**src/rtl/mc14500b_run_ctrl.sv**
```systemverilog
// rtl/mc14500b_run_ctrl.sv - run/step/reset sequencer producing X2 and CPU reset for the MC14500B core
// One fabric-clock FSM; every output is a flop, so X2 never sees an input combinationally.
module mc14500b_run_ctrl #(
  parameter int HALF_BASE  = 524288,
  parameter int RST_CYCLES = 4,
  parameter int CNT_W      = 16
) (
  input  logic             clk_i,
  input  logic             rst_i,
  input  logic             run_tgl_i,
  input  logic             step_i,
  input  logic             sreset_i,
  input  logic             flg0_i,
  input  logic [1:0]       speed_i,
  output logic             x2_o,
  output logic             cpu_rst_o,
  output logic             running_o,
  output logic [CNT_W-1:0] edge_cnt_o
);

  localparam int DIV_W = $clog2(HALF_BASE) + 1;
  localparam int RC_W  = $clog2(RST_CYCLES + 2);

  typedef enum logic [2:0] {
    S_RESET,
    S_HALT,
    S_RUN,
    S_STEP_HI,
    S_STEP_LO
  } state_t;

  state_t           state_q;
  logic             x2_q;
  logic             cpu_rst_q;
  logic             running_q;
  logic [CNT_W-1:0] edge_cnt_q;
  logic [DIV_W-1:0] div_q;
  logic [RC_W-1:0]  rise_q;
  logic             armed_q;
  logic             stop_q;

  logic [DIV_W-1:0] shifted;
  logic [DIV_W-1:0] half_len;
  logic             half_done;

  // Clamp to one cycle so a small HALF_BASE at high speed never yields a zero-length half.
  always_comb begin
    shifted   = DIV_W'(HALF_BASE) >> {speed_i, 1'b0};
    half_len  = (shifted == '0) ? DIV_W'(1) : shifted;
    half_done = (div_q >= (half_len - DIV_W'(1)));
  end

  always_ff @(posedge clk_i) begin
    if (rst_i || sreset_i) begin
      state_q    <= S_RESET;
      x2_q       <= 1'b0;
      cpu_rst_q  <= 1'b1;
      running_q  <= 1'b0;
      edge_cnt_q <= '0;
      div_q      <= '0;
      rise_q     <= '0;
      armed_q    <= 1'b0;
      stop_q     <= 1'b0;
    end else begin
      case (state_q)
        S_HALT: begin
          div_q <= '0;
          if (run_tgl_i) begin
            state_q   <= S_RUN;
            running_q <= 1'b1;
            armed_q   <= 1'b0;
            stop_q    <= 1'b0;
          end else if (step_i) begin
            state_q    <= S_STEP_HI;
            x2_q       <= 1'b1;
            edge_cnt_q <= edge_cnt_q + CNT_W'(1);
          end
        end
        default: begin
          if (state_q == S_RUN && run_tgl_i) stop_q <= 1'b1;
          if (!half_done) begin
            div_q <= div_q + DIV_W'(1);
          end else begin
            div_q <= '0;
            case (state_q)
              S_RESET: begin
                if (!x2_q) begin
                  x2_q   <= 1'b1;
                  rise_q <= rise_q + RC_W'(1);
                end else begin
                  x2_q <= 1'b0;
                  if (rise_q >= RC_W'(RST_CYCLES)) begin
                    state_q   <= S_HALT;
                    cpu_rst_q <= 1'b0;
                  end
                end
              end
              S_RUN: begin
                if (!x2_q) begin
                  x2_q       <= 1'b1;
                  edge_cnt_q <= edge_cnt_q + CNT_W'(1);
                  // FLG0 is ignored until one full period has completed in this run.
                  if (armed_q && flg0_i) stop_q <= 1'b1;
                end else begin
                  x2_q    <= 1'b0;
                  armed_q <= 1'b1;
                  if (stop_q || run_tgl_i) begin
                    state_q   <= S_HALT;
                    running_q <= 1'b0;
                  end
                end
              end
              S_STEP_HI: begin
                x2_q    <= 1'b0;
                state_q <= S_STEP_LO;
              end
              S_STEP_LO: state_q <= S_HALT;
              default:   state_q <= S_HALT;
            endcase
          end
        end
      endcase
    end
  end

  assign x2_o       = x2_q;
  assign cpu_rst_o  = cpu_rst_q;
  assign running_o  = running_q;
  assign edge_cnt_o = edge_cnt_q;

endmodule

```
**config.mk**
```make
export PLATFORM = sky130hd
export DESIGN_NAME = mc14500b_run_ctrl
export DESIGN_NICKNAME = d
export VERILOG_FILES = /design/src/rtl/mc14500b_run_ctrl.sv
export SDC_FILE = /design/constraint.sdc
export NUM_CORES = 1
export LEC_CHECK = 0
export CORE_ASPECT_RATIO = 2
export CORE_MARGIN = 2
export CORE_UTILIZATION = 50
export DETAILED_ROUTE_END_ITERATION = 8
export PLACE_DENSITY = 0.81
export SLEW_MARGIN = 5
export SYNTH_ARGS = -nofsm -noshare
export SYNTH_HDL_FRONTEND = slang
export SYNTH_SLANG_ARGS = --single-unit
```
**constraint.sdc**
```tcl
create_clock -name clk_i -period 3.9 [get_ports clk_i]
set_input_delay 0.78 -clock clk_i [delete_from_list [all_inputs] [get_ports clk_i]]
set_output_delay 0.78 -clock clk_i [all_outputs]
set_load 0.05 [all_outputs]
```
==> flow_metrics.env <==
export IMPL_cp_num_buf_inv=1
export IMPL_placed_area_mm2=0.00296
export IMPL_comb_power_share_pct=4.7
export IMPL_first_iter_violations=55
export IMPL_path_class="input pin to register"
export IMPL_cts_hold_buf=0
export IMPL_yosys_area_top_type_share_pct=35.4
export IMPL_yosys_warnings=0
export IMPL_cp_arrival_ps=3460
export IMPL_fillers=470
export IMPL_power_switching_mw=0.177
export IMPL_remaining_drc_errors=0
export IMPL_ir_drop_uv=257
export IMPL_ios=27
export IMPL_wl_per_cell_um=14.5
export IMPL_clockPowerShare_pct=34.6
export IMPL_rsz0062_at_grt="no"
export IMPL_fmax_ghz=0.310
export IMPL_clock_path_buffers=2
export IMPL_relSlewSlack_pct=63.7
export IMPL_path_cells="clkdlybuf4s50_1 > or2_2 > ha_1 > and4_1 > o211a_1 > a21oi_1 > a2111o_1 > a2111o_1 > a21oi_1"
export IMPL_finalInstanceArea_mm2=0.00304
export IMPL_syn_area_per_cell_um2=8.38
export IMPL_required_ps=4130
export IMPL_route_met2_wl_um=3220
export IMPL_drt_pass1_iterations=4
export IMPL_die_h_um=107
export IMPL_clock_sinks=47
export IMPL_status="finished clean"
export IMPL_power_density_mw_per_mm2=261
export IMPL_antenna_found_initial=0
export IMPL_cts_made_buffers=5
export IMPL_vias=2325
export IMPL_path_delay_family="compound AO/OA/AOI/OAI gates"
export IMPL_postSynthCellCount=317
export IMPL_ys_ff_latch=47
export IMPL_fin_tns_setup_ps=0
export IMPL_ys_top_cells_by_area="dfxtp_1 35%, ha_1 8.0%, xor2_1 4.6%"
export IMPL_slowest_stage="a2111o_1"
export IMPL_grt_max_degree=21
export IMPL_core_mm2=0.00514
export IMPL_period_minus_slack_ps=3230
export IMPL_path_clk_slew_ps=80
export IMPL_wl_met1_um=2250
export IMPL_max_cap_violations=0
export IMPL_fp_dieW_um=55.5
export IMPL_antenna_cells=0
export IMPL_switching_share_pct=22.3
export IMPL_drive_gt1_share_pct=4.99
export IMPL_synth_area_leader_cell="dfxtp_1"
export IMPL_postCtsSetupBuffers=0
export IMPL_ys_flop_type="dfxtp_1"
export IMPL_track_usage_pct=20.5
export IMPL_grt_overflow=0
export IMPL_cts_root_buf="clkbuf_8"
export IMPL_synthArstFlopShare_pct=0
export IMPL_h_tree_depth=2
export IMPL_leakagePower_nw=1.21
export IMPL_wl_met3_um=152
export IMPL_finalCritPeriodShare_pct=82.7
export IMPL_dp_hpwl_um=4330
export IMPL_worst_pin_slew_ps=543
export IMPL_top_layer_used="met4"
export IMPL_fp_row_count=37
export IMPL_intPower_mw=0.616
export IMPL_start_kind="input pin"
export IMPL_area_growth_pct=14.3
export IMPL_vias_per_cell=5.83
export IMPL_final_common_cell="dfxtp_1"
export IMPL_skew_ps=6.68
export IMPL_post_cts_resized=0
export IMPL_start_util_pct=51.7
export IMPL_ys_types=50
export IMPL_cp_end_kind="register"
export IMPL_finalHoldViolCount=0
export IMPL_portBuffers=26
export IMPL_nNetsFinal=367
export IMPL_synth_edf_count=0
export IMPL_wl_um=5780
export IMPL_dieArea_mm2=0.00595
export IMPL_slew_viol_final=0
export IMPL_critPathMaxStageDelay_ps=500
export IMPL_crit_fanout=6
export IMPL_ant_nets=0
export IMPL_grt_pass1_wl_um=9940
export IMPL_insertion_delay_ps=290
export IMPL_syn_area_mm2=0.00266
export IMPL_yosysSeqAreaShare_pct=35.4
export IMPL_cts_tree="yes"
export IMPL_setup_viol=0
export IMPL_min_delay_path_class="register to register"
export IMPL_place_gp_congestion=0.889
export IMPL_grt_pass1_vias=2276
export IMPL_seqPwrFrac_pct=60.7
export IMPL_final_cell_mix="47 x dfxtp_1, 32 x nand2_1, 29 x nor2_1, 26 x clkdlybuf4s50_1, 19 x a21oi_1"
==> worst register-to-register path: cells and delay by family, from the launching register on <==
family        cells  cell delay (ps)
flops             1              430
mux               1              150
simple gates      5             1830
==> per-stage QoR <==
step / power [mW] / std cells / util (%) / setup slack (ps) / hold WS (ps)
final: 0.793 / 399 / 59.1 / 673 / 464
after global routing: 0.819 / 399 / 59.1 / 414 / 485
after global placement: 0.529 / 393 / 57.7 / 423 / 445
after detailed placement: 0.530 / 393 / 57.7 / 358 / 456
after CTS: 0.801 / 399 / 59.1 / 672 / 468
after floorplan: 0.514 / 322 / - / 962 / 437
==> routing by layer <==
| layer | vias to the layer above | track usage (%) |
|---|---|---|
| met1 | 1091 | 21.1 |
| met4 | 0 | 10.5 |
| met5 | - | 0 |
| li1 | 1176 | - |
| met2 | 43 | 39.2 |
| met3 | 15 | 2.29 |
==> power groups by stage <==
stage	Combinational (mW)	Sequential (mW)	Clock (mW)
floorplan	0.0217	0.493	0
global placement	0.0360	0.493	0
detailed placement	0.0372	0.493	0
CTS	0.0371	0.482	0.283
global route	0.0420	0.482	0.295
finish	0.0369	0.482	0.274
==> cells by family after synthesis <==
family	synth area share, %
flip-flops	35.4
AND/OR/NAND/NOR	26.2
buffers and inverters	4.19
multiplexers	3.77
AO/OA/AOI/OAI	15.5
adder cells (fa/ha/maj)	8.01
XOR/XNOR	6.59
other	0.283
==> area by class of cell <==
type,count,area (um^2),area share (%)
well taps,58,72.6,2.39
repair buffers,30,290,9.56
inverters,10,37.5,1.24
clock buffers,6,72.6,2.39
flip-flops and latches,47,941,31.0
multi-input cells,248,1620,53.4
==> flip-flops by register name, indices dropped and copies added (netlist names) <==
register and flops:
running_o 1, stop_q 1, state_q 3, cpu_rst_o 1, x2_o 1, armed_q 1, rise_q 3, div_q 20
edge_cnt_o 16
==> synth_stat cells (2+ instances only) <==
cell type and count:
inv_1 10, nand4_1 6, xor2_1 14, and2_1 4
ha_1 17, or2_2 3, a21oi_1 19, o2111ai_1 6
o21ai_0 4, nand2b_1 2, xnor2_1 6, mux2i_1 10
clkbuf_1 13, dfxtp_1 47, o211a_1 2, nor2_1 29
o21ai_1 7, conb_1 2, nand3_1 18, nor3_1 7
and4_1 5, a2111o_1 2, nand2_1 32, and3_1 9
or3_1 9, o211ai_1 3, or4_1 3, o31ai_1 4
o21bai_1 2, o41ai_1 2
==> path summary, 6_finish.rpt <==
check	startpoint	endpoint	slack (ps)	depth (start not counted)
setup / recovery	speed_i[1]	edge_cnt_o[9]$_SDFFE_PP0P_	670	9
setup reg to reg	state_q[2]$_SDFFE_PP0P_	edge_cnt_o[13]$_SDFFE_PP0P_	1390	6
hold / removal	armed_q$_SDFFE_PP0P_	armed_q$_SDFFE_PP0P_	460	2
hold reg to reg	armed_q$_SDFFE_PP0P_	armed_q$_SDFFE_PP0P_	460	2
(Power assumes the default switching activity.)
